`config.mk`:
```
export PLATFORM = sky130hd
export DESIGN_NAME = logic_unit_pipe
export DESIGN_NICKNAME = d
export VERILOG_FILES = /design/src/rtl/logic_unit_pipe.sv
export SDC_FILE = /design/constraint.sdc
export NUM_CORES = 1
export LEC_CHECK = 0
export CORE_AREA = 2 2 107 109
export CTS_CLUSTER_DIAMETER = 80
export CTS_CLUSTER_SIZE = 20
export DETAILED_ROUTE_END_ITERATION = 8
export DIE_AREA = 0 0 109 111
export MAX_ROUTING_LAYER = met4
export PLACE_DENSITY_LB_ADDON = 0.05
export SYNTH_ARGS = -nofsm -noshare
export SYNTH_HDL_FRONTEND = slang
export SYNTH_SLANG_ARGS = --single-unit
```
`constraint.sdc`:
```
create_clock -name clk -period 2.3 [get_ports clk]
set_input_delay 0.345 -clock clk [delete_from_list [all_inputs] [get_ports clk]]
set_output_delay 0.345 -clock clk [all_outputs]
set_load 0.005 [all_outputs]
```
`src/rtl/logic_unit_pipe.sv`:
```
// logic_unit_pipe: registered bitwise logic unit with valid/ready handshakes
// and a 2-entry in-order output buffer. Each entry carries a tag.
// Optional macro LOGIC_UNIT_STATS_EN adds saturating op/illegal counters.
module logic_unit_pipe #(
  parameter int unsigned WIDTH = 32,
  parameter int unsigned TAG_W = 5
) (
  input  logic             clk,
  input  logic             rst,
  input  logic             in_valid,
  output logic             in_ready,
  input  logic [WIDTH-1:0] in_a,
  input  logic [WIDTH-1:0] in_b,
  input  logic [2:0]       in_op,
  input  logic [TAG_W-1:0] in_tag,
  output logic             out_valid,
  input  logic             out_ready,
  output logic [WIDTH-1:0] out_result,
  output logic             out_zero,
  output logic             out_illegal,
  output logic [TAG_W-1:0] out_tag
`ifdef LOGIC_UNIT_STATS_EN
  ,
  output logic [15:0]      op_count,
  output logic [7:0]       illegal_count
`endif
);

  // Entry layout: {illegal, zero, tag, result}
  localparam int unsigned ENT_W = WIDTH + TAG_W + 2;

  logic [1:0]       r_count;
  logic [ENT_W-1:0] r_slot0;   // head
  logic [ENT_W-1:0] r_slot1;   // second entry

  logic [WIDTH-1:0] w_result;
  logic             w_illegal;
  logic             w_zero;
  logic [ENT_W-1:0] w_entry;
  logic             w_push;
  logic             w_pop;

  // Decode the operation; illegal codes produce a zero result.
  always_comb begin
    w_result  = '0;
    w_illegal = 1'b0;
    case (in_op)
      3'b111:  w_result = in_a & in_b;
      3'b110:  w_result = in_a | in_b;
      3'b100:  w_result = in_a ^ in_b;
      3'b000:  w_result = in_a & ~in_b;
      3'b001:  w_result = in_a | ~in_b;
      3'b010:  w_result = ~(in_a ^ in_b);
      default: w_illegal = 1'b1;
    endcase
    w_zero  = (w_result == '0);
    w_entry = {w_illegal, w_zero, in_tag, w_result};
  end

  assign in_ready  = (r_count != 2'd2) && !rst;
  assign out_valid = (r_count != 2'd0);
  assign w_push    = in_valid && in_ready;
  assign w_pop     = out_valid && out_ready;

  // Head outputs come straight from the head slot, which is zero when empty.
  assign out_result  = r_slot0[WIDTH-1:0];
  assign out_tag     = r_slot0[WIDTH +: TAG_W];
  assign out_zero    = r_slot0[WIDTH + TAG_W];
  assign out_illegal = r_slot0[WIDTH + TAG_W + 1];

  // Shift-style 2-entry FIFO; vacated slots are cleared so empty reads zero.
  always_ff @(posedge clk) begin
    if (rst) begin
      r_count <= 2'd0;
      r_slot0 <= '0;
      r_slot1 <= '0;
    end else begin
      case (r_count)
        2'd0: begin
          if (w_push) begin
            r_slot0 <= w_entry;
            r_count <= 2'd1;
          end
        end
        2'd1: begin
          if (w_push && w_pop) begin
            r_slot0 <= w_entry;
          end else if (w_push) begin
            r_slot1 <= w_entry;
            r_count <= 2'd2;
          end else if (w_pop) begin
            r_slot0 <= '0;
            r_count <= 2'd0;
          end
        end
        default: begin
          if (w_pop) begin
            r_slot0 <= r_slot1;
            r_slot1 <= '0;
            r_count <= 2'd1;
          end
        end
      endcase
    end
  end

`ifdef LOGIC_UNIT_STATS_EN
  logic [15:0] r_op_count;
  logic [7:0]  r_illegal_count;

  // Saturating counters of accepted ops and accepted illegal ops.
  always_ff @(posedge clk) begin
    if (rst) begin
      r_op_count      <= 16'd0;
      r_illegal_count <= 8'd0;
    end else if (w_push) begin
      if (r_op_count != 16'hFFFF) r_op_count <= r_op_count + 16'd1;
      if (w_illegal && (r_illegal_count != 8'hFF))
        r_illegal_count <= r_illegal_count + 8'd1;
    end
  end

  assign op_count      = r_op_count;
  assign illegal_count = r_illegal_count;
`endif

endmodule

```
Word level (Yosys, flattened, before mapping)
Index checks and enable logic that the tools add are counted.
{"block": "totals", "mem_bits_ro": 0, "ram_bits": 0, "reg_bits": 80, "input_bits": 76, "elab_cells": 55, "n_memories": 0, "latch_bits": 0}
{"block": "classes", "n_mux": 16, "n_lt_le_gt_ge": 0, "n_addsub": 0, "reduce_logical": 15, "eq_ne": 13, "n_div": 0, "shift": 0, "multipliers": 0, "bitwise_logic": 8}
{"cell": "$mux W39", "n": 6}
{"cell": "$pmux W32 S6", "n": 1}
{"cell": "$pmux W39 S2", "n": 2}
{"cell": "$and A32 B32 Y32", "n": 2}
{"cell": "$not A32 Y32", "n": 2}
{"cell": "$or A32 B32 Y32", "n": 2}
{"cell": "$logic_not A32 Y1", "n": 1}
{"cell": "$xor A32 B32 Y32", "n": 1}
{"cell": "$reduce_and A4 Y1", "n": 3}
{"cell": "$mux W2", "n": 5}
{"cell": "$eq A3 B3 Y1 const B", "n": 3}
{"cell": "$ne A3 B3 Y1 const B", "n": 3}
{"cell": "$ne A2 B2 Y1 const B", "n": 4}
{"cell": "$reduce_or A6 Y1", "n": 1}
{"cell": "$logic_and A1 B1 Y1", "n": 4}
{"cell": "$pmux W2 S2", "n": 1}
{"cell": "$reduce_bool A2 Y1", "n": 2}
{"cell": "$eq A3 B1 Y1 const B", "n": 1}
{"cell": "$eq A3 B2 Y1 const B", "n": 1}
{"cell": "$logic_not A3 Y1", "n": 1}
{"cell": "$reduce_bool A3 Y1", "n": 1}
{"cell": "$eq A2 B1 Y1 const B", "n": 1}
{"cell": "$logic_not A2 Y1", "n": 1}
{"cell": "$logic_not A1 Y1", "n": 1}
{"cell": "other kinds (2)", "n": 2}

Longest topological paths before layout
Gate-level depths: netlist of run 1.
{"block": "depth", "word_depth": 7, "ltp_mapped": 10}

Least setup slack after synthesis of run 1
No wires, ideal clock.
{"block": "synth_path", "kind": "input port to flip-flop", "start": "input in_op[2]", "end": "register r_slot1[37]", "path_slack_ns": 0.414, "path_stages": 10, "arrival_ns": 1.827, "required_ns": 2.241, "n_path_buf": 3, "path_cell_list": "buf_4 -> and2_1 -> clkbuf_1 -> buf_2 -> nand3_1 -> o221ai_1 -> nor4_2 -> nand4_1 -> nor3_2 -> a31o_1"}
{"block": "synth_via", "elab_chain_cells": 6, "word_cells_on_any_way": 11, "cone_classes": "5 x eq/ne; 4 x mux; 2 x reduce/logical"}
{"element": "start, declared", "line_no": "14", "text": "input logic [2:0] in_op,"}
{"element": "$eq A3 B2 Y1 (tied with other cells)", "line_no": "47", "text": "case (in_op)"}
{"element": "$pmux W32 S6 *", "line_no": "47"}
{"element": "$logic_not A32 Y1 *", "line_no": "56", "text": "w_zero = (w_result == '0);"}
{"element": "$mux W39 *", "line_no": "88", "text": "end else if (w_push) begin"}
{"element": "$mux W39 *", "line_no": "86", "text": "if (w_push && w_pop) begin"}
{"element": "$pmux W39 S2 *", "line_no": "78", "text": "case (r_count)"}
{"element": "end signal, assigned", "line_no": "89", "text": "r_slot1 <= w_entry;"}
{"element": "end, declared", "line_no": "34", "text": "logic [ENT_W-1:0] r_slot1;"}
Mark *: on every way between the ends. The rest lies on a longest branch, timed or not. The select of a mux whose other input is x is not followed.
A chain may end at the register's enable or synchronous reset.

Final worst setup path of run 1
{"block": "layout_path", "start": "input in_a[2]", "end": "register r_slot0[37]"}
{"block": "layout_via", "elab_chain_cells": 6, "word_cells_on_any_way": 11, "cone_classes": "4 x mux; 6 x bitwise; 1 x reduce/logical"}
{"element": "start, declared", "line_no": "12", "text": "input logic [WIDTH-1:0] in_a,"}
{"element": "$xor A32 B32 Y32", "line_no": "50, 53"}
{"element": "$not A32 Y32", "line_no": "53", "text": "3'b010: w_result = ~(in_a ^ in_b);"}
{"element": "$pmux W32 S6 *", "line_no": "47"}
{"element": "$logic_not A32 Y1 *", "line_no": "56"}
{"element": "$mux W39 (on tied branches)", "line_no": "86, 80"}
{"element": "$pmux W39 S2 *", "line_no": "78"}
{"element": "end signal, assigned", "line_no": "81", "text": "r_slot0 <= w_entry;"}
{"element": "end signal, assigned", "line_no": "87", "text": "r_slot0 <= w_entry;"}
{"element": "end signal, assigned", "line_no": "98", "text": "r_slot0 <= r_slot1;"}
{"element": "end, declared", "line_no": "33", "text": "logic [ENT_W-1:0] r_slot0;"}
Marked as above.

==> results.toml, run 1 <==
[power_and_ir_drop]
pwr_density_cell_nw_per_um2 = 541.6
vdd_drop_max_mv = 0.5146
swShare = 0.2851
p_switching_uw = 1191
p_int_uw = 2985
pwr-share-clk = 0.326
power_frac_seq = 0.362
leakagePower_uw = 0.002870
combPwrFrac = 0.312
p_total_uw = 4176

[worst_setup_path]
cp.buffers_inverters = 1
path_delay_family = "compound AO/OA/AOI/OAI gates"
cpPeakStageDelay_ns = 0.49
crit_chain = "clkdlybuf4s50_1 > mux2_2 > a221oi_1 > o221ai_1 > nor4_2 > nand2_1 > nor2_1 > a31o_1"
critPathLaunchType = "input pin"
regToRegSetupSlack_ns = 0.49
path_depth = 8
crit_type = "in -> reg"
endpoint_kind = "flop"
crit_required_ns = 2.58
r2r-end = "r_slot1[7]$_SDFFE_PP0P_"
crit_start = "in_a[2]"
critPathSlowestCell = "clkdlybuf4s50_1"
worstPathArrival_ns = 2.50
rr_worst_depth = 7
crit_fanout = 3
timing.rr.start = "r_count[0]$_SDFFE_PP0P_"

[layout]
final_cell_mix = "nor2_1, clkdlybuf4s50_1, buf_4, dfxtp_1, a21oi_1"
multi_input_area_um2 = 3631
layout_commonest_cell = "nor2_1"
antennaDiodeCount = 0
fillers = 895
drive_above_1_share = 0.1952
final_nets = 952
fin_util = 0.6960
regArea_um2 = 1602
syn_to_final_growth_pct = 39.60

[clock_network]
clkTransAtPathRegs_ns = 0.06
htreeDepth = 3
clk_latency_ns = 0.33
clock-sinks = 80
clk_path_buf_depth = 2
cts_buffers = 9
cts_tree = "yes"
cts_hold_buf = 0
cts_root_buffer = "clkbuf_16"

[synth]
synth_cells = 716
syn-num-nets = 792
yosys_most_used_dff = "dfxtp_1"
ys_seq_elements = 80
synth_edf_count = 0
synth_area_um2 = 5523
yosysWarnings = 0
synth.avg_cell_area_um2 = 7.713
synth_cell_types = 46
synth-async-reset-ratio = 0
seq_area_frac_synth = 0.2900

[floorplanning]
die_x_um = 109
start_util = 0.4986
ios = 117
die-area_um2 = 12100
die_h_um = 111
rows = 39
core_um2 = 11080

[min_path]
worstHoldPathType = "in -> reg"
hold_end = "r_slot0[27]$_SDFFE_PP0P_"
min_from = "rst"
hold_depth = 2

[global_route]
grt_max_degree = 60
antenna_found_initial = 0
grt_usage = 0.2774
grt_pass1_vias = 5531
grt_pass1_wl_mm = 26.67
grt-ovfl-total = 0

[sta]
drv_slew = 0
slew_headroom = 0.6548
post-route-min-period_ns = 2.219
worst_slew_pin_slew_ns = 0.5178
fmax_mhz = 450.6
period_share = 0.9649
timing.final.hold_violations = 0
fin_skew_ns = 0.004432
setup_viol = 0

[place]
gp_congestion = 0.7810
portBuffers = 116
dp.final_hpwl_mm = 11.85

[drt]
wl_per_cell_um = 16.22
vias = 6225
route.detailed.drc = 0
wirelength_mm = 16.61
postRouteAntennaNets = 0
viasPerCell = 6.079
drt-pass1-iter-count = 5
drt_iter0_drc = 407

[job]
drv_cap = 0

[run_status]
outcome = "finished clean"
[synth_stat cells (all sizes together), types with 2 or more instances]
library cell,number,area (um^2)
a221oi,22,274.0
o221ai,22,205.2
dfxtp,80,1602
nor3,13,70.07
a211oi,39,292.8
a22oi,52,390.4
nor4,6,43.79
o211ai,9,67.56
a31o,2,17.52
a21bo,9,90.09
nand4,2,12.51
o21ai,21,105.1
inv,2,7.500
and2,10,62.56
mux2,22,270.3
clkbuf,39,146.4
nor3b,32,240.2
nor2b,4,32.53
a21oi,61,309.1
nand2,30,112.6
and3,23,143.9
nand2b,32,200.2
nand3,30,150.1
buf,27,166.4
nor2,119,446.7
[kinds of logic (layout without fill, tap and decap cells)]
| kind of cell | count (synthesis) | after routing | share of synthesized area |
|---|---|---|---|
| and+or+nand+nor | 303 | 303 | 0.2768 |
| AOI/OAI and AO/OA | 241 | 241 | 0.3228 |
| DFF | 80 | 80 | 0.2900 |
| buffers and inverters | 68 | 233 | 0.05800 |
| muxes | 23 | 23 | 0.05075 |
| xor gates and xnor gates | 1 | 1 | 0.001586 |
[cell type report]
class,instances,share of cell area
Clock inverter,4,0.005842
Tap cell,143,0.02321
Clock buffer,12,0.03067
Inverter,2,0.0009737
Sequential cell,80,0.2077
Timing Repair Buffer,215,0.2606
Multi-Input combinational cell,568,0.4710
[registers in the layout, summed over array words and instances, names as in the netlist]
signal   flops
r_slot0     39
r_slot1     39
r_count      2
[repair_timing]
item | CTS | global route
resized for setup | 0 | 2
endpoints found under the setup margin | 0 | 2
setup buffers | 0 | 0
endpoints found under the hold margin | 0 | 0
[power groups by stage]
| stage | clock network (uW) | logic (uW) | registers, uW |
|---|---|---|---|
| floorplan | 0 | 614 | 1540 |
| global placement | 0 | 1250 | 1540 |
| detailed placement | 0 | 1280 | 1540 |
| CTS | 1380 | 1290 | 1510 |
| global route | 1430 | 1410 | 1520 |
| finish | 1360 | 1300 | 1510 |
[stage by stage]
step	setup slack (ns)	hold WS (ns)	cell area [um^2]	instances	setup TNS, ns
6_report	0.08074	0.3167	7710	1024	0
4_1_cts	0.1188	0.3044	7697	1024	0
5_1_grt	-0.03339	0.3221	7710	1024	-0.06286
2_1_floorplan	0.4141	0.4321	5523	716	0
3_5_place_dp	-0.2126	0.4500	7416	1008	-0.5489
3_3_place_gp	-0.1744	0.4387	7416	1008	-0.3541
[per-layer routing]
| layer | global-route usage | vias up | routed length (um) |
|---|---|---|---|
| li1 | - | 3010 | - |
| met1 | 0.3735 | 2957 | 7516 |
| met2 | 0.4451 | 235 | 7829 |
| met3 | 0.03292 | 23 | 1082 |
| met4 | 0.06154 | 0 | 180 |
| met5 | - | - | 0 |
[how the worst max path moves through the flow]
stage | endpoint
finish | r_slot0[37]$_SDFFE_PP0P_
global route | r_slot0[37]$_SDFFE_PP0P_
CTS | r_slot0[37]$_SDFFE_PP0P_
detailed placement | r_slot0[37]$_SDFFE_PP0P_
global placement | r_slot1[37]$_SDFFE_PP0P_
floorplan | r_slot1[37]$_SDFFE_PP0P_
(Power assumes the default switching activity.)
==> run 2, diff against run 1 <==
--- a/config.mk
+++ b/config.mk
@@ -12,6 +12,7 @@
 export DIE_AREA = 0 0 109 111
 export MAX_ROUTING_LAYER = met4
 export PLACE_DENSITY_LB_ADDON = 0.05
+export SETUP_SLACK_MARGIN = 0.4
 export SYNTH_ARGS = -nofsm -noshare
 export SYNTH_HDL_FRONTEND = slang
 export SYNTH_SLANG_ARGS = --single-unit
==> run 2 against run 1 <==
Die area unchanged. Clock power is essentially flat. Fmax increased by 14%. Combinational power up 18%. Via count up 5.2%. Utilization is 7.1 points higher. Critical path type unchanged. Largest cell class unchanged. Highest routed layer unchanged.
==> results.toml, run 2 (same netlist as run 1, synthesis figures left out) <==
[sta]
period_share = 0.8465
post-route-min-period_ns = 1.947
fmax_mhz = 513.6
timing.final.hold_violations = 0
slew_headroom = 0.6808
fin_ws_ns = 0.3531
setup_viol = 0
worst_slew_pin_slew_ns = 0.4788
grt_setup_unrepaired = "yes"
tns_ns = 0
whs_ns = 0.3231
fin_skew_ns = 0.004197
drv_slew = 0

[layout]
syn_to_final_growth_pct = 53.85
fillers = 765
layout_commonest_cell = "buf_4"
drive_above_1_share = 0.2832
final_nets = 989
finalInstanceArea_um2 = 8497
multi_input_area_um2 = 4046
final_cell_mix = "buf_4, nor2_1, dfxtp_1, clkdlybuf4s50_1, a21oi_1"
regArea_um2 = 1603
antennaDiodeCount = 0
largest_registers = "r_slot0 (39), r_slot1 (39), r_count (2)"

[clock_network]
cts_hold_buf = 0
cts_root_buffer = "clkbuf_16"
cts_tree = "yes"
clk_latency_ns = 0.33
clk_path_buf_depth = 2
clkTransAtPathRegs_ns = 0.06
cts_buffers = 9
clock-sinks = 80
htreeDepth = 3

[global_route]
antenna_found_initial = 0
grt-ovfl-total = 0
grt_max_degree = 60
grt_usage = 0.2919
grt_pass1_vias = 5795
grt_pass1_wl_mm = 27.96

[drt]
viasPerCell = 6.173
wirelength_mm = 19.01
vias = 6550
postRouteAntennaNets = 0
wl_per_cell_um = 17.92
drt-pass1-iter-count = 5
route.detailed.drc = 0
drt_iter0_drc = 470

[power_and_ir_drop]
leakagePower_uw = 0.003317
p_total_uw = 4420
vdd_drop_max_mv = 0.5145
pwr_density_cell_nw_per_um2 = 520.2

[worst_setup_path]
crit_required_ns = 2.58
endpoint_kind = "flop"
crit_type = "in -> reg"
crit_fanout = 30
critPathLaunchType = "input pin"
worstPathArrival_ns = 2.23

[place]
dp_slack_ns = -0.2126
dp.final_hpwl_mm = 11.85
placed_cell_area_um2 = 7416
gp_congestion = 0.7810
portBuffers = 116

[min_path]
worstHoldPathType = "in -> reg"

[floorplanning]
rows = 39
die_h_um = 111
ios = 117
start_util = 0.4986
core_um2 = 11080
die_x_um = 109
die-area_um2 = 12100

[job]
drv_cap = 0

[run_status]
outcome = "finished clean"
run 2: worst max-delay path, stage by stage:
cell,delay [ns]
buf_2,0.16
buf_12,0.22
buf_4,0.19
nor3b_1,0.07
a21oi_1,0.18
o221ai_2,0.16
nor4_2,0.36
nand4_1,0.18
nor3_2,0.17
a31o_1,0.17
run 2: what timing repair did:
action | 4_1_cts | 5_1_grt
gates cloned | 1 | 4
setup buffers | 17 | 15
endpoints found under the setup margin | 15 | 21
resized for setup | 83 | 58
endpoints found under the hold margin | 0 | 0
pin swaps | 53 | 46
run 2: final cells by class:
type                       instances  area share
sequential                        80      0.1886
clock buffer                      12     0.02783
clock inverter                     4    0.005301
inverter                           2   0.0008835
timing repair buffer             252      0.2801
multi-input combinational        568      0.4762
tap                              143     0.02106
run 2: per-layer routing:
layer | global-route usage | wire length, um | vias to the layer above
met5 | - | 0 | -
met4 | 0.08718 | 484 | 0
met3 | 0.03586 | 1469 | 49
met2 | 0.4638 | 8969 | 309
met1 | 0.3866 | 8088 | 3102
li1 | - | - | 3090
run 2: worst paths after layout:
| path | start | endpoint | slack [ns] | cells after the start |
|---|---|---|---|---|
| setup / recovery | in_op[0] | r_slot1[37]$_SDFFE_PP0P_ | 0.35 | 10 |
| hold / removal | rst | r_slot0[27]$_SDFFE_PP0P_ | 0.32 | 2 |
| setup reg to reg | r_count[1]$_SDFFE_PP0P_ | r_slot0[17]$_SDFFE_PP0P_ | 0.51 | 5 |
| hold reg to reg | r_slot1[35]$_SDFFE_PP0P_ | r_slot1[35]$_SDFFE_PP0P_ | 0.46 | 2 |
run 2: power by group:
part / internal, uW / leakage [uW] / switching (uW)
Combinational: 809 / 0.00252 / 735
Sequential: 1470 / 0.000653 / 45.1
Clock: 835 / 0.000140 / 528
run 2: through the flow:
step,instances,util
finish,1061,0.7671
global route,1061,0.7671
CTS,1042,0.7299
detailed placement,1008,0.6695
global placement,1008,0.6695
floorplan,716,-
